### src/rtl/cache_types_pkg.sv
// Shared cache-side types and sizes.
// Holds the bank count, block and word sizes, the RAM word address type,
// and the state encoding used by the cache-to-RAM arbiter.
package cache_types_pkg;

  localparam int NUM_BANKS     = 4;
  localparam int BLOCK_SIZE    = 4;
  localparam int CACHE_RW_SIZE = 32;

  typedef logic [31:0] addr_t;

  typedef enum logic {
    ARB_IDLE  = 1'b0,
    ARB_GRANT = 1'b1
  } arb_state_t;

endpackage

### src/rtl/cache_ram_arbiter_if.sv
// Bus between the cache bank array, the arbiter and the RAM controller.
// Bank side : bank_REN/WEN/addr/store (flat per-bank vectors), bank_complete,
//             bank_load_data.
// RAM side  : ram_REN/WEN/addr/store, ram_complete, ram_load_data.
// Status    : grant_valid, grant_id, protocol_err.
// modport slave  : the arbiter.
// modport master : the surroundings (banks + RAM controller).
interface cache_ram_arbiter_if #(
  parameter int NUM_BANKS = cache_types_pkg::NUM_BANKS,
  parameter int DATA_W    = cache_types_pkg::CACHE_RW_SIZE,
  parameter int ADDR_W    = $bits(cache_types_pkg::addr_t)
);
  localparam int ID_W = $clog2(NUM_BANKS);

  logic [NUM_BANKS-1:0]        bank_REN;
  logic [NUM_BANKS-1:0]        bank_WEN;
  logic [NUM_BANKS*ADDR_W-1:0] bank_addr;
  logic [NUM_BANKS*DATA_W-1:0] bank_store;
  logic [NUM_BANKS-1:0]        bank_complete;
  logic [DATA_W-1:0]           bank_load_data;

  logic                        ram_REN;
  logic                        ram_WEN;
  logic [ADDR_W-1:0]           ram_addr;
  logic [DATA_W-1:0]           ram_store;
  logic                        ram_complete;
  logic [DATA_W-1:0]           ram_load_data;

  logic                        grant_valid;
  logic [ID_W-1:0]             grant_id;
  logic                        protocol_err;

  modport slave (
    input  bank_REN, bank_WEN, bank_addr, bank_store, ram_complete, ram_load_data,
    output bank_complete, bank_load_data, ram_REN, ram_WEN, ram_addr, ram_store,
    output grant_valid, grant_id, protocol_err
  );

  modport master (
    output bank_REN, bank_WEN, bank_addr, bank_store, ram_complete, ram_load_data,
    input  bank_complete, bank_load_data, ram_REN, ram_WEN, ram_addr, ram_store,
    input  grant_valid, grant_id, protocol_err
  );

endinterface

### src/rtl/cache_ram_arbiter_rr_pick.sv
// rr_pick: combinational round-robin picker.
// Ports:
//   req     in  N     request vector
//   rr_ptr  in  ID_W  highest-priority index this round
//   winner  out ID_W  first requesting index at or after rr_ptr (wrapping)
//   any_req out 1     at least one request present
// N must be a power of two so the index sum wraps for free.
module rr_pick #(
  parameter int N    = 4,
  parameter int ID_W = $clog2(N)
) (
  input  logic [N-1:0]    req,
  input  logic [ID_W-1:0] rr_ptr,
  output logic [ID_W-1:0] winner,
  output logic            any_req
);

  logic [ID_W-1:0] idx;
  logic            found;

  always_comb begin
    winner = '0;
    found  = 1'b0;
    idx    = '0;
    for (int i = 0; i < N; i++) begin
      idx = rr_ptr + ID_W'(i);
      if (!found && req[idx]) begin
        winner = idx;
        found  = 1'b1;
      end
    end
  end

  assign any_req = |req;

endmodule

### src/rtl/cache_ram_arbiter.sv
// cache_ram_arbiter: shares one RAM word port between NUM_BANKS cache banks.
// A bank keeps the grant for up to BURST_LEN completed words (one block) so a
// block pull/eject is never interleaved with another bank's traffic.
// Ports:
//   CLK   in  clock
//   nRST  in  synchronous reset, active high
//   bus   cache_ram_arbiter_if.slave  (bank, RAM and status signals)
//
// state     | meaning
// ----------+-----------------------------------------------------------
// ARB_IDLE  | no owner; ram_* held at 0; arbitrate among requesters
// ARB_GRANT | bank grant_id owns the RAM port; its requests pass through
module cache_ram_arbiter #(
  parameter int NUM_BANKS = cache_types_pkg::NUM_BANKS,
  parameter int BURST_LEN = cache_types_pkg::BLOCK_SIZE,
  parameter int DATA_W    = cache_types_pkg::CACHE_RW_SIZE,
  parameter int ADDR_W    = $bits(cache_types_pkg::addr_t)
) (
  input logic                 CLK,
  input logic                 nRST,
  cache_ram_arbiter_if.slave  bus
);
  import cache_types_pkg::arb_state_t;
  import cache_types_pkg::ARB_IDLE;
  import cache_types_pkg::ARB_GRANT;

  localparam int ID_W  = $clog2(NUM_BANKS);
  localparam int CNT_W = (BURST_LEN > 1) ? $clog2(BURST_LEN) : 1;
  localparam logic [CNT_W-1:0] LAST_BEAT = CNT_W'(BURST_LEN - 1);

  arb_state_t           state;
  logic [ID_W-1:0]      rr_ptr;
  logic [ID_W-1:0]      grant_id_q;
  logic [CNT_W-1:0]     burst_cnt;
  logic                 protocol_err_q;

  logic [NUM_BANKS-1:0] req;
  logic [ID_W-1:0]      winner;
  logic                 any_req;

  logic                 g_ren;
  logic                 g_wen;
  logic [ADDR_W-1:0]    g_addr;
  logic [DATA_W-1:0]    g_store;
  logic                 drive_en;
  logic [NUM_BANKS-1:0] cpl_vec;

  assign req = bus.bank_REN | bus.bank_WEN;

  rr_pick #(.N(NUM_BANKS), .ID_W(ID_W)) u_pick (
    .req     (req),
    .rr_ptr  (rr_ptr),
    .winner  (winner),
    .any_req (any_req)
  );

  // Select the granted bank's request fields.
  always_comb begin
    g_ren   = 1'b0;
    g_wen   = 1'b0;
    g_addr  = '0;
    g_store = '0;
    for (int i = 0; i < NUM_BANKS; i++) begin
      if (grant_id_q == ID_W'(i)) begin
        g_ren   = bus.bank_REN[i];
        g_wen   = bus.bank_WEN[i];
        g_addr  = bus.bank_addr[i*ADDR_W +: ADDR_W];
        g_store = bus.bank_store[i*DATA_W +: DATA_W];
      end
    end
  end

  // Reset is gated in so a word aborted by reset never strobes RAM or
  // reports completion in the reset cycle itself.
  assign drive_en = (state == ARB_GRANT) && !nRST;

  always_comb begin
    cpl_vec = '0;
    for (int i = 0; i < NUM_BANKS; i++) begin
      cpl_vec[i] = drive_en && bus.ram_complete && (grant_id_q == ID_W'(i));
    end
  end

  // WEN wins when a bank illegally asserts both strobes.
  assign bus.ram_WEN        = drive_en && g_wen;
  assign bus.ram_REN        = drive_en && g_ren && !g_wen;
  assign bus.ram_addr       = drive_en ? g_addr  : '0;
  assign bus.ram_store      = drive_en ? g_store : '0;
  assign bus.bank_complete  = cpl_vec;
  assign bus.bank_load_data = bus.ram_load_data;

  assign bus.grant_valid    = (state == ARB_GRANT);
  assign bus.grant_id       = grant_id_q;
  assign bus.protocol_err   = protocol_err_q;

  always_ff @(posedge CLK) begin
    if (nRST) begin
      state          <= ARB_IDLE;
      rr_ptr         <= '0;
      burst_cnt      <= '0;
      grant_id_q     <= '0;
      protocol_err_q <= 1'b0;
    end else begin
      case (state)
        ARB_IDLE: begin
          if (any_req) begin
            grant_id_q <= winner;
            burst_cnt  <= '0;
            state      <= ARB_GRANT;
          end
        end
        ARB_GRANT: begin
          if (g_ren && g_wen) protocol_err_q <= 1'b1;
          // A drop in the same cycle as ram_complete is a normal completion.
          if (bus.ram_complete) begin
            if (burst_cnt == LAST_BEAT) begin
              rr_ptr    <= grant_id_q + ID_W'(1);
              burst_cnt <= '0;
              state     <= ARB_IDLE;
            end else begin
              burst_cnt <= burst_cnt + CNT_W'(1);
            end
          end else if (!g_ren && !g_wen) begin
            rr_ptr    <= grant_id_q + ID_W'(1);
            burst_cnt <= '0;
            state     <= ARB_IDLE;
          end
        end
        default: state <= ARB_IDLE;
      endcase
    end
  end

endmodule
### src/flat_wrapper.sv
// flat-port wrapper written by rule: the top's interface ports become plain ports
module cache_ram_arbiter_flat import cache_types_pkg::arb_state_t; import cache_types_pkg::ARB_IDLE; import cache_types_pkg::ARB_GRANT;
#(
  parameter int NUM_BANKS = cache_types_pkg::NUM_BANKS,
  parameter int BURST_LEN = cache_types_pkg::BLOCK_SIZE,
  parameter int DATA_W    = cache_types_pkg::CACHE_RW_SIZE,
  parameter int ADDR_W    = $bits(cache_types_pkg::addr_t)
)
  (CLK, nRST, bus_bank_REN, bus_bank_WEN, bus_bank_addr, bus_bank_store, bus_ram_complete, bus_ram_load_data, bus_bank_complete, bus_bank_load_data, bus_ram_REN, bus_ram_WEN, bus_ram_addr, bus_ram_store, bus_grant_valid, bus_grant_id, bus_protocol_err);
  cache_ram_arbiter_if #(.NUM_BANKS(NUM_BANKS), .DATA_W(DATA_W), .ADDR_W(ADDR_W)) bus_i ();
  input logic CLK;
  input logic nRST;
  input wire logic [$bits(bus_i.bank_REN)-1:0] bus_bank_REN;
  input wire logic [$bits(bus_i.bank_WEN)-1:0] bus_bank_WEN;
  input wire logic [$bits(bus_i.bank_addr)-1:0] bus_bank_addr;
  input wire logic [$bits(bus_i.bank_store)-1:0] bus_bank_store;
  input wire logic [$bits(bus_i.ram_complete)-1:0] bus_ram_complete;
  input wire logic [$bits(bus_i.ram_load_data)-1:0] bus_ram_load_data;
  output wire logic [$bits(bus_i.bank_complete)-1:0] bus_bank_complete;
  output wire logic [$bits(bus_i.bank_load_data)-1:0] bus_bank_load_data;
  output wire logic [$bits(bus_i.ram_REN)-1:0] bus_ram_REN;
  output wire logic [$bits(bus_i.ram_WEN)-1:0] bus_ram_WEN;
  output wire logic [$bits(bus_i.ram_addr)-1:0] bus_ram_addr;
  output wire logic [$bits(bus_i.ram_store)-1:0] bus_ram_store;
  output wire logic [$bits(bus_i.grant_valid)-1:0] bus_grant_valid;
  output wire logic [$bits(bus_i.grant_id)-1:0] bus_grant_id;
  output wire logic [$bits(bus_i.protocol_err)-1:0] bus_protocol_err;
  assign bus_i.bank_REN = bus_bank_REN;
  assign bus_i.bank_WEN = bus_bank_WEN;
  assign bus_i.bank_addr = bus_bank_addr;
  assign bus_i.bank_store = bus_bank_store;
  assign bus_i.ram_complete = bus_ram_complete;
  assign bus_i.ram_load_data = bus_ram_load_data;
  assign bus_bank_complete = bus_i.bank_complete;
  assign bus_bank_load_data = bus_i.bank_load_data;
  assign bus_ram_REN = bus_i.ram_REN;
  assign bus_ram_WEN = bus_i.ram_WEN;
  assign bus_ram_addr = bus_i.ram_addr;
  assign bus_ram_store = bus_i.ram_store;
  assign bus_grant_valid = bus_i.grant_valid;
  assign bus_grant_id = bus_i.grant_id;
  assign bus_protocol_err = bus_i.protocol_err;
  cache_ram_arbiter #(.NUM_BANKS(NUM_BANKS), .BURST_LEN(BURST_LEN), .DATA_W(DATA_W), .ADDR_W(ADDR_W)) u_core (.CLK(CLK), .nRST(nRST), .bus(bus_i));
endmodule
### config.mk
export PLATFORM = sky130hd
export DESIGN_NAME = cache_ram_arbiter_flat
export DESIGN_NICKNAME = d
export VERILOG_FILES = /design/src/rtl/cache_types_pkg.sv /design/src/rtl/cache_ram_arbiter_if.sv /design/src/rtl/cache_ram_arbiter_rr_pick.sv /design/src/rtl/cache_ram_arbiter.sv /design/src/flat_wrapper.sv
export SDC_FILE = /design/constraint.sdc
export NUM_CORES = 1
export LEC_CHECK = 0
export ABC_CLOCK_PERIOD_IN_PS = 4400
export CORE_AREA = 2 2 156 158
export DETAILED_ROUTE_END_ITERATION = 6
export DIE_AREA = 0 0 158 160
export GPL_ROUTABILITY_DRIVEN = 0
export PLACE_DENSITY = 0.51
export SLEW_MARGIN = 20
export SYNTH_ARGS = -nofsm -noshare
export SYNTH_HDL_FRONTEND = slang
export SYNTH_SLANG_ARGS = --single-unit
export TNS_END_PERCENT = 20
### constraint.sdc
create_clock -name CLK -period 4.4 [get_ports CLK]
set_input_delay 1.32 -clock CLK [delete_from_list [all_inputs] [get_ports CLK]]
set_output_delay 1.32 -clock CLK [all_outputs]
set_load 0.01 [all_outputs]
# After elaboration in Yosys (flattened, before gate mapping)
# Cells that the tools add are included.
[classes] bitwise=2 n_lt_le_gt_ge=4 reduce_logical=27 n_shift=0 n_eq_ne=7 div=0 addsub=5 mul=0 n_mux=46
[ops] operator="2-to-1 mux 32 bit" n=10
[ops] operator="2-to-1 mux 2 bit" n=11
[ops] operator="2-to-1 mux 1 bit" n=19
[ops] operator="logical AND 1 bit" n=14
[ops] operator="< comparator 2 x 3 -> 1 bit (second input constant)" n=4
[ops] operator="binary-select mux 1 bit (select 2 bit)" n=4
[ops] operator="adder 2 x 1 -> 2 bit (second input constant)" n=3
[ops] operator="== test 2 bit (second input constant)" n=3
[ops] operator="zero test 1 bit" n=6
[ops] operator="AND reduction 2 bit" n=3
[ops] operator="adder 2 bit (second input constant)" n=2
[ops] operator="inequality test 2 x 1 -> 1 bit (second input constant)" n=2
[ops] operator="OR 4 bit" n=1
[ops] operator="one-hot mux 2 bit (2 select lines)" n=1
[ops] operator="OR reduction 4 bit" n=1
[ops] operator="inequality test 3 bit (second input constant)" n=1
[ops] operator="AND reduction 3 bit" n=1
[ops] operator="== test 2 x 1 -> 1 bit (second input constant)" n=1
[ops] operator="zero test 2 bit" n=1
[ops] operator="one-hot mux 1 bit (2 select lines)" n=1
[ops] operator="nonzero test 2 bit" n=1
[ops] operator="NOT 1 bit" n=1
[word_totals] in_bits=299 latch_bits=0 word_cells=96 mem_count=0 register_bits=8 ram_bits=0 out_inout_bits=106 rom_bits=0

# Logic depth before layout (Yosys ltp)
[logic_depth] ltp_word=13 ltp_mapped=8 depth_no_buf=6

# Hierarchy
# From an unflattened synthesis, not the netlist that was laid out.
[unflattened] hier_cells=500 hier_area_um2=3683.5
[modules_own_cells] mod="cache_ram_arbiter" seq_area_each_um2=160.2 cells_each=485 area_each_um2=3606.0 n_inst=1
[modules_own_cells] mod="rr_pick" seq_area_each_um2=0.0 cells_each=15 area_each_um2=77.6 n_inst=1

# Least setup slack after synthesis
# OpenSTA, ideal clock, no wires.
[synth_path] kind="input port to output port" start="input port nRST" end="output port bus_ram_addr[0]" slack_ns=0.804 path_buffers=3 required_ns=3.080 path_stages=6 t_arrival_ns=2.276 cell_sequence="clkbuf_1 inv_2 nand2_1 buf_2 clkbuf_1 a21oi_1"
[synth_via] elab_chain_len=3
[synth_rtl] item="start: declaration" line_no="flat_wrapper.sv:12" text="input logic nRST;"
[synth_rtl] item="zero test 1 bit" line_no="cache_ram_arbiter.sv:75" text="assign drive_en = (state == ARB_GRANT) && !nRST;"
[synth_rtl] item="logical AND 1 bit" line_no="cache_ram_arbiter.sv:75"
[synth_rtl] item="2-to-1 mux 32 bit" line_no="cache_ram_arbiter.sv:87" text="assign bus.ram_addr = drive_en ? g_addr : '0;"
[synth_rtl] item="end: declaration" line_no="flat_wrapper.sv:23" text="output wire logic [$bits(bus_i.ram_addr)-1:0] bus_ram_addr;"
# Every way passes these cells.

# Worst setup path in the final report
[layout_path] start="input port bus_bank_addr[6]" end="output port bus_ram_addr[6]"
[layout_via] elab_chain_len=5
[layout_rtl] item="start: declaration" line_no="flat_wrapper.sv:15" text="input wire logic [$bits(bus_i.bank_addr)-1:0] bus_bank_addr;"
[layout_rtl] item="2-to-1 mux 32 bit (4 in series)" line_no="cache_ram_arbiter.sv:64" text="if (grant_id_q == ID_W'(i)) begin"
[layout_rtl] item="2-to-1 mux 32 bit" line_no="cache_ram_arbiter.sv:87"
# Every way passes these cells.

==> flow_metrics.py <==
metrics = {
    "run_status": {
        "status": "finished clean",
    },
    "yosys": {
        "yosysTopAreaCell": "a221oi_2",
        "syn_nets": 858,
        "ys.flop_type": "dfxtp_1",
        "ys_seq_area_frac": 0.0415,
        "syn_area_mm2": 0.00386,
        "syn_area_per_cell_um2": 6.97,
        "synth_cells": 554,
        "synth_area_leaders": "a221oi_2 (19%), a211o_1 (15%), nor2b_1 (11%), a21oi_1 (8.5%), inv_1 (6.6%)",
        "synthArstFlopShare": 0,
        "synth_top_area_frac": 0.187,
        "ys_seq_elements": 8,
        "synth_warnings": 0,
        "synth_edf_count": 0,
        "synth_cell_type_count": 41,
    },
    "route": {
        "drt-pass1-iter-count": 5,
        "wl_per_cell_um": 16.6,
        "drt-total-wl_um": 19300,
        "avgViaCountPerCell": 4.37,
        "drtAntennaViolNets": 0,
        "drt_iter0_markers": 247,
        "drc_errors": 0,
        "dr_total_vias": 5067,
    },
    "critical_path": {
        "cp_max_fo": 1,
        "cp-startpoint": "bus_bank_addr[6]",
        "start_kind": "input port",
        "cpMaxStageDelayCell": "clkdlybuf4s50_1",
        "reg2reg_depth": 8,
        "cp_slowest_stage_delay_ps": 550,
        "required_ps": 3080,
        "path_class": "in -> out",
        "crit_family": "buffers and inverters",
        "crit_chain": "clkdlybuf4s50_1 > nor2b_1 > a221oi_1 > a211o_1 > a21oi_1 > clkdlybuf4s50_1",
        "cpMostUsedCell": "clkdlybuf4s50_1",
        "end_kind": "output port",
        "r2r_start": "u_core.bus.grant_id[0]",
        "cp_data_arrival_time_ps": 3050,
        "path_buf_inv": 2,
        "cp.depth": 6,
    },
    "global_routing": {
        "grt_pass1_vias": 5074,
        "antenna_found_initial": 0,
        "grt_use_total": 0.138,
        "overflow": 0,
        "grt_max_degree": 61,
        "grt_pass1_wl_um": 27900,
    },
    "die": {
        "fp.dieW_um": 158,
        "core_area_mm2": 0.0238,
        "initial_core_util": 0.162,
        "fp-row-count": 57,
        "die_area_mm2": 0.0253,
        "io_pins": 405,
        "die_h_um": 160,
    },
    "power": {
        "clkPwrFrac": 0.157,
        "p_leak_nw": 3.46,
        "p_per_area_mw_per_mm2": 129,
        "pwr-share-seq": 0.085,
        "ir_worst_vdd_uv": 113,
        "intPower_uw": 664,
        "net-switching-power_uw": 325,
        "combinationalPowerShare": 0.758,
        "sw_frac_of_total": 0.328,
    },
    "placement": {
        "postPlaceCellArea_mm2": 0.00748,
        "hpwlAfterDp_um": 14700,
        "io_buffers": 340,
    },
    "sta": {
        "fin_tns_setup_ps": 0,
        "setup_violations": 0,
        "post-route-min-period_ps": 4370,
        "finalCritPeriodShare": 0.993,
        "rsz0062_at_grt": "yes",
        "worst_pin_slew_ps": 850,
        "slew-limit-headroom": 0.434,
        "final-hold-violation-count": 0,
        "fmax_ghz": 0.229,
        "finClkSkew_ps": 3.16,
        "slew_violations": 0,
    },
    "layout": {
        "areaGrowthSynthToFinish_pct": 97.8,
        "drive_gt1_frac": 0.116,
        "fin_nets": 1141,
        "layout_common_cells": "clkdlybuf4s50_1 (309), inv_1 (68), a211o_1 (66), a21oi_1 (66), nand2_1 (65)",
        "design_area_mm2": 0.00764,
        "antenna_cells": 0,
        "layout_commonest_cell": "clkdlybuf4s50_1",
        "fin_util": 0.321,
    },
    "job": {
        "max_cap_viol_count": 0,
    },
    "clock_network": {
        "cts_tree": "done",
        "cts_buffer_depth": 2,
        "post_cts.repair.setup_buffers": 0,
        "clkTransAtPathRegs_ps": 40,
        "clk_latency_ps": 230,
        "htreeDepth": 1,
        "cts_root_buffer": "clkbuf_16",
        "cts_buffers": 3,
        "cts.sink_count": 8,
    },
    "min_path": {
        "hp-class": "reg -> reg",
        "worstHoldPathCells": 1,
        "hp-start": "u_core.burst_cnt[0]",
    },
}
[state kept, by name, indices dropped and copies added (netlist names)]
name and flops:
u_core.burst_cnt 2, u_core.bus.grant_id 2, u_core.bus.protocol_err 1, u_core.bus.grant_valid 1, u_core.rr_ptr 2
[cell usage after synthesis (5+ instances only)]
cell	number
inv_1	68
nor2b_1	67
a211o_1	66
a21oi_1	66
nand2_1	66
a221oi_2	48
buf_4	32
clkbuf_1	30
buf_2	19
a221oi_1	16
dfxtp_1	8
nor2_1	6
buf_6	5
buf_8	5
ha_1	5
[kinds of logic after synthesis]
kind of cell | share of synthesized area
flip-flops | 0.0414
AND/OR/NAND/NOR | 0.215
AO/OA/AOI/OAI | 0.509
buffers and inverters | 0.218
adder cells (fa/ha/maj) | 0.0162
[metal layers]
layer  track usage  wire [um]
met4        0.0299        350
met2         0.244       9480
met3        0.0231       1390
met1         0.174       8030
met5             0          0
[power groups by stage]
stage	Clock, mW	Sequential [mW]	Combinational [mW]
after floorplan	0	0.0825	0.379
after global placement	0	0.0852	0.755
after detailed placement	0	0.0852	0.756
after CTS	0.154	0.0842	0.761
after global routing	0.157	0.0851	0.809
final	0.155	0.0843	0.750
[metrics by stage]
stage | setup slack, ps | power [mW] | std cells | hold slack [ps]
after floorplan | 804 | 0.462 | 554 | 456
after global placement | 5.89 | 0.840 | 1156 | 475
after detailed placement | 3.17 | 0.841 | 1156 | 485
after CTS | 1.87 | 0.999 | 1159 | 490
after global routing | -50.8 | 1.05 | 1159 | 524
final | 31.0 | 0.989 | 1159 | 488
[final cells by class]
type / instances / area [um^2]
flip-flops and latches: 8 / 161
clock buffers: 3 / 75.1
well taps: 324 / 405
inverters: 69 / 259
repair buffers: 370 / 3820
fillers: 2647 / 16200
multi-input cells: 385 / 2920
[worst paths after layout]
| check | end | slack, ps |
|---|---|---|
| worst min-delay path | u_core.burst_cnt[0] | 490 |
| worst max-delay path | bus_ram_addr[6] | 30 |
| worst min register to register | u_core.burst_cnt[0] | 490 |
| worst max register to register | u_core.rr_ptr[1] | 1840 |
[timing repair]
item | 4_1_cts | 5_1_grt
resized for setup | 0 | 36
pin swaps | 1 | 2
endpoints found under the setup margin | 1 | 39
hold buffers | 0 | 0
endpoints found under the hold margin | 0 | 0
Note: power is estimated with default switching activity, not from simulation.
